$ cat src/rtl/vec_reg_ctrl.sv
// Vector register file controller: busy scoreboard with RAW/WAW issue stall,
// round-robin writeback arbitration (ALU vs. load unit) and registered write port.
module vec_reg_ctrl #(
   parameter int NREGS = 32,
   parameter int AW    = 5,
   parameter int DW    = 128
) (
   input  logic             clk,
   input  logic             rst,
   input  logic             issue_valid,
   input  logic [AW-1:0]    issue_rs1,
   input  logic [AW-1:0]    issue_rs2,
   input  logic [AW-1:0]    issue_rd,
   input  logic             issue_wr,
   output logic             issue_stall,
   input  logic             alu_wb_valid,
   input  logic [AW-1:0]    alu_wb_rd,
   input  logic [DW-1:0]    alu_wb_data,
   output logic             alu_wb_ready,
   input  logic             mem_wb_valid,
   input  logic [AW-1:0]    mem_wb_rd,
   input  logic [DW-1:0]    mem_wb_data,
   output logic             mem_wb_ready,
   output logic             rf_we,
   output logic [AW-1:0]    rf_rd,
   output logic [DW-1:0]    rf_wdata,
   output logic [NREGS-1:0] busy,
   output logic             wb_err
);

   logic             prio_mem_r;
   logic [NREGS-1:0] busy_r;
   logic [NREGS-1:0] busy_nxt_s;
   logic             rf_we_r;
   logic [AW-1:0]    rf_rd_r;
   logic [DW-1:0]    rf_wdata_r;
   logic             wb_err_r;
   logic             stall_s;
   logic             accept_s;
   logic             alu_gnt_s;
   logic             mem_gnt_s;
   logic             xfer_s;
   logic [AW-1:0]    wb_rd_s;
   logic [DW-1:0]    wb_data_s;

   // Hazard check and issue acceptance
   always_comb begin
      stall_s  = issue_valid & (busy_r[issue_rs1] | busy_r[issue_rs2] |
                                (issue_wr & busy_r[issue_rd]));
      accept_s = issue_valid & ~stall_s;
   end

   // Round-robin grant; prio_mem_r set means the load unit wins a tie
   always_comb begin
      alu_gnt_s = 1'b0;
      mem_gnt_s = 1'b0;
      if (alu_wb_valid && mem_wb_valid) begin
         alu_gnt_s = ~prio_mem_r;
         mem_gnt_s = prio_mem_r;
      end else begin
         alu_gnt_s = alu_wb_valid;
         mem_gnt_s = mem_wb_valid;
      end
      xfer_s = alu_gnt_s | mem_gnt_s;
   end

   // Writeback source select
   always_comb begin
      wb_rd_s   = {AW{1'b0}};
      wb_data_s = {DW{1'b0}};
      if (mem_gnt_s) begin
         wb_rd_s   = mem_wb_rd;
         wb_data_s = mem_wb_data;
      end else begin
         wb_rd_s   = alu_wb_rd;
         wb_data_s = alu_wb_data;
      end
   end

   // Scoreboard update: clear on the write edge, then set on accepted issue
   always_comb begin
      busy_nxt_s = busy_r;
      if (rf_we_r) begin
         busy_nxt_s[rf_rd_r] = 1'b0;
      end else begin
         busy_nxt_s[rf_rd_r] = busy_r[rf_rd_r];
      end
      if (accept_s && issue_wr) begin
         busy_nxt_s[issue_rd] = 1'b1;
      end else begin
         busy_nxt_s[issue_rd] = busy_nxt_s[issue_rd];
      end
   end

   // State registers: scoreboard, arbitration pointer, write port outputs
   always_ff @(posedge clk) begin
      if (rst) begin
         busy_r     <= {NREGS{1'b0}};
         prio_mem_r <= 1'b0;
         rf_we_r    <= 1'b0;
         rf_rd_r    <= {AW{1'b0}};
         rf_wdata_r <= {DW{1'b0}};
         wb_err_r   <= 1'b0;
      end else begin
         busy_r   <= busy_nxt_s;
         rf_we_r  <= xfer_s;
         wb_err_r <= xfer_s & ~busy_r[wb_rd_s];
         if (xfer_s) begin
            prio_mem_r <= alu_gnt_s;
            rf_rd_r    <= wb_rd_s;
            rf_wdata_r <= wb_data_s;
         end
      end
   end

   assign issue_stall  = stall_s;
   assign alu_wb_ready = alu_gnt_s;
   assign mem_wb_ready = mem_gnt_s;
   assign rf_we        = rf_we_r;
   assign rf_rd        = rf_rd_r;
   assign rf_wdata     = rf_wdata_r;
   assign busy         = busy_r;
   assign wb_err       = wb_err_r;

endmodule

$ cat config.mk
export PLATFORM = sky130hd
export DESIGN_NAME = vec_reg_ctrl
export DESIGN_NICKNAME = d
export VERILOG_FILES = /design/src/rtl/vec_reg_ctrl.sv
export SDC_FILE = /design/constraint.sdc
export NUM_CORES = 1
export LEC_CHECK = 0
export ABC_AREA = 1
export CELL_PAD_IN_SITES_DETAIL_PLACEMENT = 1
export CELL_PAD_IN_SITES_GLOBAL_PLACEMENT = 1
export CORE_MARGIN = 8
export CORE_UTILIZATION = 27
export CTS_CLUSTER_DIAMETER = 40
export CTS_CLUSTER_SIZE = 14
export DETAILED_ROUTE_END_ITERATION = 10
export GPL_TIMING_DRIVEN = 0
export PLACE_DENSITY_LB_ADDON = 0.15
export SLEW_MARGIN = 20
export SYNTH_ARGS = -nofsm -noshare
export SYNTH_HDL_FRONTEND = slang
export SYNTH_SLANG_ARGS = --single-unit
export TNS_END_PERCENT = 100
$ cat constraint.sdc
create_clock -name clk -period 2.2 [get_ports clk]
set_input_delay 0.33 -clock clk [delete_from_list [all_inputs] [get_ports clk]]
set_output_delay 0.33 -clock clk [all_outputs]
set_load 0.01 [all_outputs]
# Word-level counts from Yosys, hierarchy flattened
# Cells that the tools add are included.
# Widths: inputs -> output; s select.
[op_classes]
magnitude_cmp = 7
n_mux = 24
bitwise = 13
n_reduce_logical = 4
[ops]
columns = ["op", "n"]
rows = [
  ["$mux 128", 1],
  ["$bwmux 32", 2],
  ["$mux 32", 2],
  ["$and 32x32->32", 1],
  ["$not 32->32", 1],
  ["$or 32x32->32", 1],
  ["$bmux 1 s5", 6],
  ["$lt 5x6->1 const B", 5],
  ["$demux 1 s5", 2],
  ["$ge 5x1->1 const B", 2],
  ["$mux 1", 10],
  ["$mux 5", 1],
  ["$and 1x1->1", 4],
  ["$logic_and 1x1->1", 4],
  ["$not 1->1", 3],
  ["$or 1x1->1", 3],
]
[totals]
reg_bits = 168
out_inout_bits = 170
elab_cells = 54

# Logic depth before layout (Yosys ltp)
# Gate-level depths: netlist of run 1.
[depth]
depth_word = 11
depth_mapped = 15
mapped_depth_nobuf = 13

# Least setup slack after synthesis of run 1
# OpenSTA, ideal clock, no wires.
[synth_timing]
path_type = "input to output"
start = "in issue_rd[1]"
end = "out issue_stall"
arrival_time_ns = 1.464
path_slack_ns = 0.406
cell_stages = 12
n_path_buf = 1
path_cell_list = "buf_6 inv_2 nand2_2 nor2_1 nor2_1 nand2_1 nand2_1 nand2_1 nor2_2 a21oi_1 o21ai_0 inv_1"
[synth_via]
elab_chain_len = 5
[synth_rtl]
columns = ["item", "line", "source"]
rows = [
  ["start, declared", "13", "input logic [AW-1:0] issue_rd,"],
  ["$bmux 1 s5", "49", "(issue_wr & busy_r[issue_rd]));"],
  ["$mux 1 (implied by the code)", "49", ""],
  ["$and 1x1->1", "49", ""],
  ["$or 1x1->1", "48", "stall_s = issue_valid & (busy_r[issue_rs1] | busy_r[issue_rs2] |"],
  ["$and 1x1->1", "48", ""],
  ["end, declared", "15", "output logic issue_stall,"],
]
# Every way passes these cells. The select of a mux whose other input is x is not followed.

# Worst setup path after layout of run 1
[layout_timing]
start = "in issue_rd[0]"
end = "out issue_stall"
# Same word-level chain as after synthesis.

==> impl_metrics.toml, run 1 <==
[status]
status = "finished clean"

[power]
power_mw = 9.07
combinationalPowerShare_pct = 27.7
p_int_mw = 6.16
clkPwrFrac_pct = 34.9
p_sw_share_pct = 32.1
sequentialPowerShare_pct = 37.3
powerDensity_nw_per_um2 = 594
p_switching_mw = 2.91
ir_worst_vdd_uv = 571
power.leakage_nw = 6.18

[critical_path]
cp-start-kind = "input pin"
r2r_cells = 7
path_cells = "clkdlybuf4s15_2 > nand2_1 > buf_6 > nor2_1 > nor2_1 > nand2_1 > nand2_2 > nand2_2 > nor2_4 > a21oi_2 > o21ai_2 > inv_1 > buf_2"
path_depth = 13
cp_data_required_time_ns = 1.87
rr_startpoint = "rf_rd[2]"
critPathSlowestCell = "clkdlybuf4s15_2"
timing.rr.end = "busy[31]"
reg2reg_slack_ns = 0.16
cp_data_arrival_time_ns = 1.86
cp_slowest_stage_delay_ns = 0.22
worstSetupEndpointType = "output port"
crit_type = "input pin to output port"
cp_top_family = "simple AND/OR/NAND/NOR gates"
worst-path-buf-inv = 4
critical_path_peak_fanout = 10

[synthesis]
synth_area_leader_cell = "dfxtp_1"
ys_types = 28
ys_seq_elements = 168
seq_area_frac_synth_pct = 36.5
synth_xor_xnor_area_share_pct = 0
synth_adder_area_share_pct = 0
synth_async_sr_flop_share_pct = 0
syn_area_per_cell_um2 = 6.24
yosys.area_share.simple_pct = 31.7
synth_top_cells_by_area = "dfxtp_1 (36%), nand2_1 (23%), a21oi_1 (9.2%)"
synth_edf_count = 0
synthesis.nets = 1763
ys.flop_type = "dfxtp_1"
synth_compound_area_share_pct = 22.8
postSynthCellCount = 1476
synth_area_um2 = 9220
synth_top_area_share_pct = 36.5
muxShareOfSynthArea_pct = 0.326
synth_top_family_by_area = "simple AND/OR/NAND/NOR gates"
ys_warn_count = 0

[sta]
setup_tns_ns = 0
fmax_mhz = 457
rsz0062_at_grt = "yes"
hold_viol = 0
clock_skew_ns = 0.00957
whs_ns = 0.410
setup_viol_count_final = 0
fin_crit_ns = 2.19
maxSlewHeadroom_pct = 36.7
slew_violations = 0
fin_ws_ns = 0.0123
worst_pin_slew_ns = 0.946
min_period_over_period_pct = 99.4

[clock_network]
cts_tree = "done"
cts_buffer_depth = 2
cts_root_buffer = "clkbuf_16"
clkSinkCount = 168
htreeDepth = 4
insertion_delay_ns = 0.46
ctsHoldBuffers = 0
clk_pin_slew_ns = 0.07
cts_made_buffers = 17

[final_layout]
fin_area_um2 = 15300
finalNonFillerCells = 2423
syn2layout_area_growth_pct = 65.7
drive_above_1_share_pct = 9.79
n_fill_cell = 4276
final_nets = 2247
utilization_pct = 45.4

[detailed_routing]
routedWlPerCell_um = 22.5
num_vias = 12100
dr.pass1.iters = 5
first_iter_violations = 585
ant_nets = 0
totalWireLength_um = 54500
drc_errors = 0
vias_per_cell = 4.97

[grt]
gr-usage-all-layers_pct = 26.0
grt_max_degree = 20
overflow = 0
antenna_found_initial = 5
first_global_vias = 12500
grt_pass1_wl_um = 80100

[placed_design]
pre_cts_slack_ns = -1.03
gp_congestion = 0.916
placed_cell_area_um2 = 14300
io_buffer_count = 449
dp.cells = 2373
hpwl_um = 43500

[die]
die_x_um = 201
die_h_um = 201
io_pins = 457
dieArea_um2 = 40300
core_region_area_um2 = 33600
initial_utilization_pct = 27.4
rows = 67

[hold_path]
hold_class = "input pin to flip-flop"
min_from = "mem_wb_valid"
holdPathStages = 4
whs_endpoint = "prio_mem_r"

[flow_run]
maxCapViolCount = 0
==> layout make-up <==
class                   instances  area [um2]  share of cell area, %
clock buffers                  18         439                   2.88
multi-input cells            1122        5190                   34.0
clock inverters                13         145                  0.951
inverters                      84         328                   2.15
well taps                     448         561                   3.67
diodes                          3        7.51                 0.0492
flip-flops and latches        168        3440                   22.5
plain buffers                 101         536                   3.51
repair buffers                466        4630                   30.3
==> power groups by stage <==
stage	clock (mW)	combinational (mW)	sequential (mW)
floorplan	0	0.889	3.55
global placement	0	2.41	3.45
detailed placement	0	2.44	3.47
CTS	3.24	2.48	3.40
global route	3.35	2.72	3.41
finish	3.17	2.52	3.39
==> per-layer routing <==
layer	wire length (um)	share of wire [%]	vias to the layer above	track usage, %
met5	22	0.040	-	0
met4	1030	1.9	4	6.25
met3	4250	7.8	54	9.17
met2	27800	51	392	46.9
met1	21400	39	5803	28.7
li1	-	-	5801	-
==> synthesized netlist by cell type, types with 2 or more instances <==
master	count
nand2_1	575
a21oi_1	170
dfxtp_1	168
o21ai_0	148
nand3_1	108
inv_1	79
clkbuf_1	56
nor2_1	34
o21bai_1	30
a31oi_1	22
buf_2	22
o211ai_1	12
buf_1	11
buf_4	7
buf_6	6
inv_2	5
nor3_1	5
mux2i_1	3
or2_2	3
a41oi_1	2
nand2_2	2
o21ai_4	2
==> logic make-up (layout without fill, tap and decap cells) <==
kind of cell	after synthesis	after routing
and+or+nand+nor	732	732
AOI/OAI and AO/OA	387	387
buffers and inverters	186	682
muxes	3	3
other	0	3
DFF	168	168
==> state kept, by name, summed over array words and instances, names as in the netlist <==
name / cells
rf_rd: 5
wb_err: 1
busy: 32
prio_mem_r: 1
rf_wdata: 128
rf_we: 1
==> worst register-to-register path, stage by stage (launching register included) <==
cell and delay (ns):
dfxtp_1 0.50, inv_1 0.16, nor3_1 0.63, nand2_1 0.09
o21ai_0 0.22, o21ai_0 0.12, nand3_1 0.10, a21oi_1 0.07
==> placed cells by master, fill, tap and decap left out, types with 5 or more instances in the layout <==
master / n
o21bai_1: 30
a31oi_1: 22
inv_2: 26
inv_1: 53
clkbuf_16: 17
o21ai_0: 142
buf_2: 22
dfxtp_4: 14
dlygate4sd2_1: 6
inv_4: 5
nor2_1: 30
clkbuf_1: 50
buf_4: 17
nand2_2: 9
buf_1: 9
nand3_1: 100
clkdlybuf4s50_1: 440
dfxtp_2: 17
nand3_2: 8
o211ai_1: 12
a21oi_1: 168
buf_6: 10
dfxtp_1: 137
clkbuf_2: 7
nand2_1: 565
==> timing repair <==
action,in CTS,in global routing
endpoints found under the setup margin,148,55
gates cloned,0,1
pin swaps,5,11
hold endpoints to repair,0,0
gates resized for setup,85,69
setup buffers,7,9
==> how the worst max path moves through the flow <==
stage | startpoint | end | slack [ns]
6_report | issue_rd[0] | issue_stall | 0.01
3_5_place_dp | issue_rd[0] | issue_stall | -1.03
5_1_grt | busy[16] | issue_stall | -0.07
2_1_floorplan | issue_rd[1] | issue_stall | 0.41
4_1_cts | busy[17] | issue_stall | -0.1
3_3_place_gp | issue_rd[0] | issue_stall | -1.01
(Power assumes the default switching activity.)
==> inputs of run 2 (changes only) <==
--- a/config.mk
+++ b/config.mk
@@ -5,17 +5,15 @@
 export SDC_FILE = /design/constraint.sdc
 export NUM_CORES = 1
 export LEC_CHECK = 0
-export ABC_AREA = 1
 export CELL_PAD_IN_SITES_DETAIL_PLACEMENT = 1
 export CELL_PAD_IN_SITES_GLOBAL_PLACEMENT = 1
 export CORE_MARGIN = 8
-export CORE_UTILIZATION = 27
+export CORE_UTILIZATION = 26
 export CTS_CLUSTER_DIAMETER = 40
 export CTS_CLUSTER_SIZE = 14
 export DETAILED_ROUTE_END_ITERATION = 10
 export GPL_TIMING_DRIVEN = 0
 export PLACE_DENSITY_LB_ADDON = 0.15
-export SLEW_MARGIN = 20
 export SYNTH_ARGS = -nofsm -noshare
 export SYNTH_HDL_FRONTEND = slang
 export SYNTH_SLANG_ARGS = --single-unit
==> constraint.sdc (replaced) <==
create_clock -name clk -period 1.8 [get_ports clk]
set_input_delay 0.27 -clock clk [delete_from_list [all_inputs] [get_ports clk]]
set_output_delay 0.27 -clock clk [all_outputs]
set_load 0.01 [all_outputs]
==> impl_metrics.toml, run 2 <==
[critical_path]
cp_data_required_time_ns = 2.14
worstSetupEndpointType = "flip-flop"
reg2reg_slack_ns = -0.97
critical_path_peak_fanout = 10
crit_type = "input pin to flip-flop"
rr_startpoint = "busy[15]"
timing.rr.end = "busy[5]"
cp-start-kind = "input pin"
r2r_cells = 10
cp_data_arrival_time_ns = 3.12

[power]
power_mw = 11.6
power.leakage_nw = 6.24
ir_worst_vdd_uv = 687
powerDensity_nw_per_um2 = 708

[synthesis]
synth_async_sr_flop_share_pct = 0
synth_area_leader_cell = "dfxtp_1"
synth_top_cells_by_area = "dfxtp_1 (36%), nor2_1 (17%), nor4_1 (8.2%)"
ys_types = 68
seq_area_frac_synth_pct = 35.6
synth_top_area_share_pct = 35.6
synth_area_um2 = 9450
ys_seq_elements = 168
ys.flop_type = "dfxtp_1"
synthesis.nets = 1497
ys_warn_count = 0
synth_edf_count = 0
syn_area_per_cell_um2 = 7.81
postSynthCellCount = 1210
synth_most_common_cell = "nor2_1"
synthTopCellsByCount = "nor2_1 (417), dfxtp_1 (168), nor4_1 (124)"

[detailed_routing]
drc_errors = 0
vias_per_cell = 5.29
first_iter_violations = 792
dr.pass1.iters = 5
num_vias = 11700
routedWlPerCell_um = 26.2
ant_nets = 0
totalWireLength_um = 58000

[hold_path]
holdPathStages = 3
hold_class = "input pin to flip-flop"
min_from = "alu_wb_valid"
whs_endpoint = "rf_wdata[32]"

[sta]
fmax_mhz = 360
whs_ns = 0.343
setup_viol_count_final = 34
fin_ws_ns = -0.981
setup_tns_ns = -29.54
slew_violations = 0
clock_skew_ns = 0.0142
maxSlewHeadroom_pct = 38.4
fin_crit_ns = 2.78
worst_pin_slew_ns = 0.923
hold_viol = 0
rsz0062_at_grt = "yes"
min_period_over_period_pct = 154

[die]
die_x_um = 207
dieArea_um2 = 42700
core_region_area_um2 = 36200
io_pins = 457
die_h_um = 207
initial_utilization_pct = 26.1
rows = 70

[grt]
gr-usage-all-layers_pct = 26.2
grt_pass1_wl_um = 81900
overflow = 0
antenna_found_initial = 22
grt_max_degree = 17
first_global_vias = 12300

[clock_network]
cts_root_buffer = "clkbuf_16"
insertion_delay_ns = 0.45
cts_tree = "done"
ctsHoldBuffers = 0
cts_made_buffers = 17
clk_pin_slew_ns = 0.07
cts_buffer_depth = 2
clkSinkCount = 168
htreeDepth = 4

[final_layout]
final_common_cell = "clkdlybuf4s50_1"
fin_area_um2 = 16300
syn2layout_area_growth_pct = 72.9
final_cell_mix = "clkdlybuf4s50_1 (433), nor2_1 (407), dfxtp_1 (129)"
finalNonFillerCells = 2214
largest_register_ffs = 128
final_nets = 2005
drive_above_1_share_pct = 18.9

[status]
status = "finished with violations"
violations = "setup timing"

[placed_design]
io_buffer_count = 449
hpwl_um = 44600
dp.cells = 2127
placed_cell_area_um2 = 14700
gp_congestion = 0.972

[flow_run]
maxCapViolCount = 0
## run 2: cell count changes after synthesis, sizes merged, moves of 44 or more
cell   delta
nor4    +125
nand3    -87
nor2    +383
a21oi   -150
inv      -73
o21ai   -125
nand2   -512
mux2i    +44
## run 2: stage by stage
| stage | worst slack (ns) | utilization [%] |
|---|---|---|
| after global routing | -1.07 | 45.2 |
| after detailed placement | -2.03 | 40.7 |
| after CTS | -0.970 | 44.6 |
| after floorplan | -0.643 | - |
| final | -0.981 | 45.2 |
| after global placement | -1.94 | 40.7 |
## run 2: how the worst max path moves through the flow
stage | startpoint | slack [ns] | to
2_1_floorplan | issue_rd[0] | -0.64 | busy[4]
5_1_grt | busy[15] | -1.07 | busy[5]
3_5_place_dp | issue_rd[2] | -2.03 | busy[31]
4_1_cts | busy[15] | -0.97 | issue_stall
6_report | issue_rd[4] | -0.98 | busy[5]
3_3_place_gp | issue_rd[2] | -1.94 | busy[30]
## run 2: final cells by class
type	count	area (um2)
clock inverters	12	140
repair buffers	496	4900
diodes	15	37.5
multi-input cells	926	6090
inverters	11	47.5
plain buffers	98	586
flip-flops and latches	168	3490
clock buffers	20	467
well taps	468	586
fillers	4310	19800
## run 2: where the power goes
| part | internal (mW) | switching, mW | total [mW] |
|---|---|---|---|
| Clock | 2.18 | 1.78 | 3.96 |
| Combinational | 1.73 | 1.66 | 3.40 |
| Sequential | 3.98 | 0.239 | 4.22 |
## run 2: per-layer routing
layer	track usage [%]	routed length, um
met3	11.0	5750
met1	30.3	22500
met2	42.2	28000
met5	1.54	162
met4	10.5	1530
## run 2: critical path, cell delays in order
cell and delay, ns:
clkdlybuf4s50_1 0.47, buf_4 0.20, and3b_2 0.30, a22o_1 0.26, a221o_1 0.41, a2111oi_4 0.25
buf_4 0.18, nand3_4 0.10, nand4_4 0.18, buf_6 0.18, nor2_4 0.04, a311oi_2 0.26
## run 2: cell families after synthesis
| kind of cell | count (synthesis) | share of synthesized area [%] |
|---|---|---|
| AND/OR/NAND/NOR | 700 | 34.4 |
| flip-flops | 168 | 35.6 |
| XOR/XNOR | 3 | 0.278 |
| AO/OA/AOI/OAI | 140 | 11.3 |
| buffers and inverters | 116 | 5.15 |
| multiplexers | 83 | 13.3 |
## run 2: timing repair
item | CTS | global route
cloned | 1 | 0
pin swaps | 40 | 11
endpoints found under the setup margin | 196 | 123
resized for setup | 198 | 63
hold endpoints to repair | 0 | 0
setup buffers | 41 | 7
==> inputs of run 3 (changes only) <==
--- a/config.mk
+++ b/config.mk
@@ -14,6 +14,7 @@
 export DETAILED_ROUTE_END_ITERATION = 10
 export GPL_TIMING_DRIVEN = 0
 export PLACE_DENSITY_LB_ADDON = 0.15
+export SLEW_MARGIN = 15
 export SYNTH_ARGS = -nofsm -noshare
 export SYNTH_HDL_FRONTEND = slang
 export SYNTH_SLANG_ARGS = --single-unit
==> impl_metrics.toml, run 3 (synthesis gave the netlist of run 2 again) <==
[final_layout]
final_nets = 2003
syn2layout_area_growth_pct = 72.3
regArea_um2 = 3480
largest_register_ffs = 128
n_fill_cell = 4265
drive_above_1_share_pct = 18.0
final_cell_mix = "clkdlybuf4s50_1 (435), nor2_1 (409), dfxtp_1 (130)"
multi_input_area_um2 = 6070
final_common_cell = "clkdlybuf4s50_1"

[sta]
rsz0062_at_grt = "yes"
min_period_over_period_pct = 155
setup_viol_count_final = 34
maxSlewHeadroom_pct = 43.8
fin_crit_ns = 2.80
worst_pin_slew_ns = 0.843
clock_skew_ns = 0.0118
fmax_mhz = 358
whs_ns = 0.361
slew_violations = 0
hold_viol = 0
fin_ws_ns = -0.996
setup_tns_ns = -31.99

[power]
powerDensity_nw_per_um2 = 696
power.leakage_nw = 6.22
ir_worst_vdd_uv = 704

[critical_path]
critical_path_peak_fanout = 2
crit_type = "flip-flop to output port"
worstSetupEndpointType = "output port"
cp_data_arrival_time_ns = 2.53
cp-start-kind = "flip-flop"
cp_data_required_time_ns = 1.53

[detailed_routing]
dr.pass1.iters = 5
ant_nets = 0
num_vias = 11700
drc_errors = 0
first_iter_violations = 688
vias_per_cell = 5.33
totalWireLength_um = 57800
routedWlPerCell_um = 26.3

[clock_network]
insertion_delay_ns = 0.45
cts_buffer_depth = 2
htreeDepth = 4
cts_made_buffers = 17
ctsHoldBuffers = 0
cts_tree = "done"
clkSinkCount = 168
clk_pin_slew_ns = 0.07
cts_root_buffer = "clkbuf_16"

[status]
status = "finished with violations"
violations = "setup timing"

[placed_design]
io_buffer_count = 449
hpwl_um = 44600
gp_congestion = 0.972

[grt]
gr-usage-all-layers_pct = 26.2
antenna_found_initial = 5
first_global_vias = 12300
grt_pass1_wl_um = 82700
grt_max_degree = 17
overflow = 0

[die]
dieArea_um2 = 42700
die_h_um = 207
core_region_area_um2 = 36200
rows = 70
io_pins = 457
initial_utilization_pct = 26.1
die_x_um = 207

[flow_run]
maxCapViolCount = 0

[hold_path]
hold_class = "input pin to flip-flop"
-- run 3: changes by cell type in the layout (fill, tap and decap cells not counted), sizes merged --
cell and change:
clkdlybuf4s50 +2, bufinv -2, clkbuf +9, clkinv -7
diode -12, dlymetal6s2s -1, buf -5, clkinvlp +2
inv -1
-- run 3: per-stage QoR --
step	area, um2	instances	utilization [%]	total power [mW]	worst slack (ns)
detailed placement	14700	2127	40.7	7.42	-1.76
global placement	14700	2127	40.7	7.38	-1.94
CTS	16100	2192	44.5	11.4	-0.988
finish	16300	2199	45.0	11.3	-0.996
global route	16300	2198	45.0	11.8	-1.11
floorplan	9640	1210	-	5.58	-0.643
-- run 3: path summary, 6_finish.rpt --
path           startpoint            to  slack (ns)  depth (start not counted)
max              busy[15]   issue_stall        -1.0                          6
min          alu_wb_valid  rf_wdata[32]        0.36                          3
max reg2reg      busy[15]      busy[14]        -1.0                         10
min reg2reg  rf_wdata[39]  rf_wdata[39]        0.50                          2
-- run 3: where the power goes --
group          switching (mW)  internal (mW)  total (mW)
sequential              0.243           3.99        4.23
clock                    1.65           2.03        3.67
combinational            1.66           1.77        3.43
-- run 3: critical path: stages (launching register included) --
cell and delay, ns:
dfxtp_4 0.37, mux4_2 0.46, a22o_1 0.23, a221o_1 0.38, a2111oi_4 0.34, a31oi_1 0.14
buf_2 0.17
-- run 3: repair_timing --
item                                    4_1_cts  5_1_grt
endpoints found under the setup margin      196      133
pin swaps                                    24       17
buffers inserted                             39        6
resized for setup                           189       81
-- run 3: cell type report --
| class | count | share of cell area [%] |
|---|---|---|
| Inverter | 11 | 0.269 |
| Timing Repair Buffer | 493 | 29.9 |
| Sequential cell | 168 | 21.4 |
| Tap cell | 468 | 3.59 |
| Buffer | 99 | 4.08 |
| Clock inverter | 4 | 0.192 |
| Multi-Input combinational cell | 926 | 37.2 |
| Clock buffer | 27 | 3.27 |
| Antenna cell | 3 | 0.0461 |
-- run 3: per-layer routing --
| layer | vias up | track usage, % | share of wire (%) |
|---|---|---|---|
| li1 | 5365 | - | - |
| met1 | 5785 | 31.1 | 39 |
| met2 | 495 | 44.1 | 49 |
| met3 | 80 | 9.30 | 9.6 |
| met4 | 2 | 7.50 | 2.2 |
| met5 | - | 0 | 0.014 |
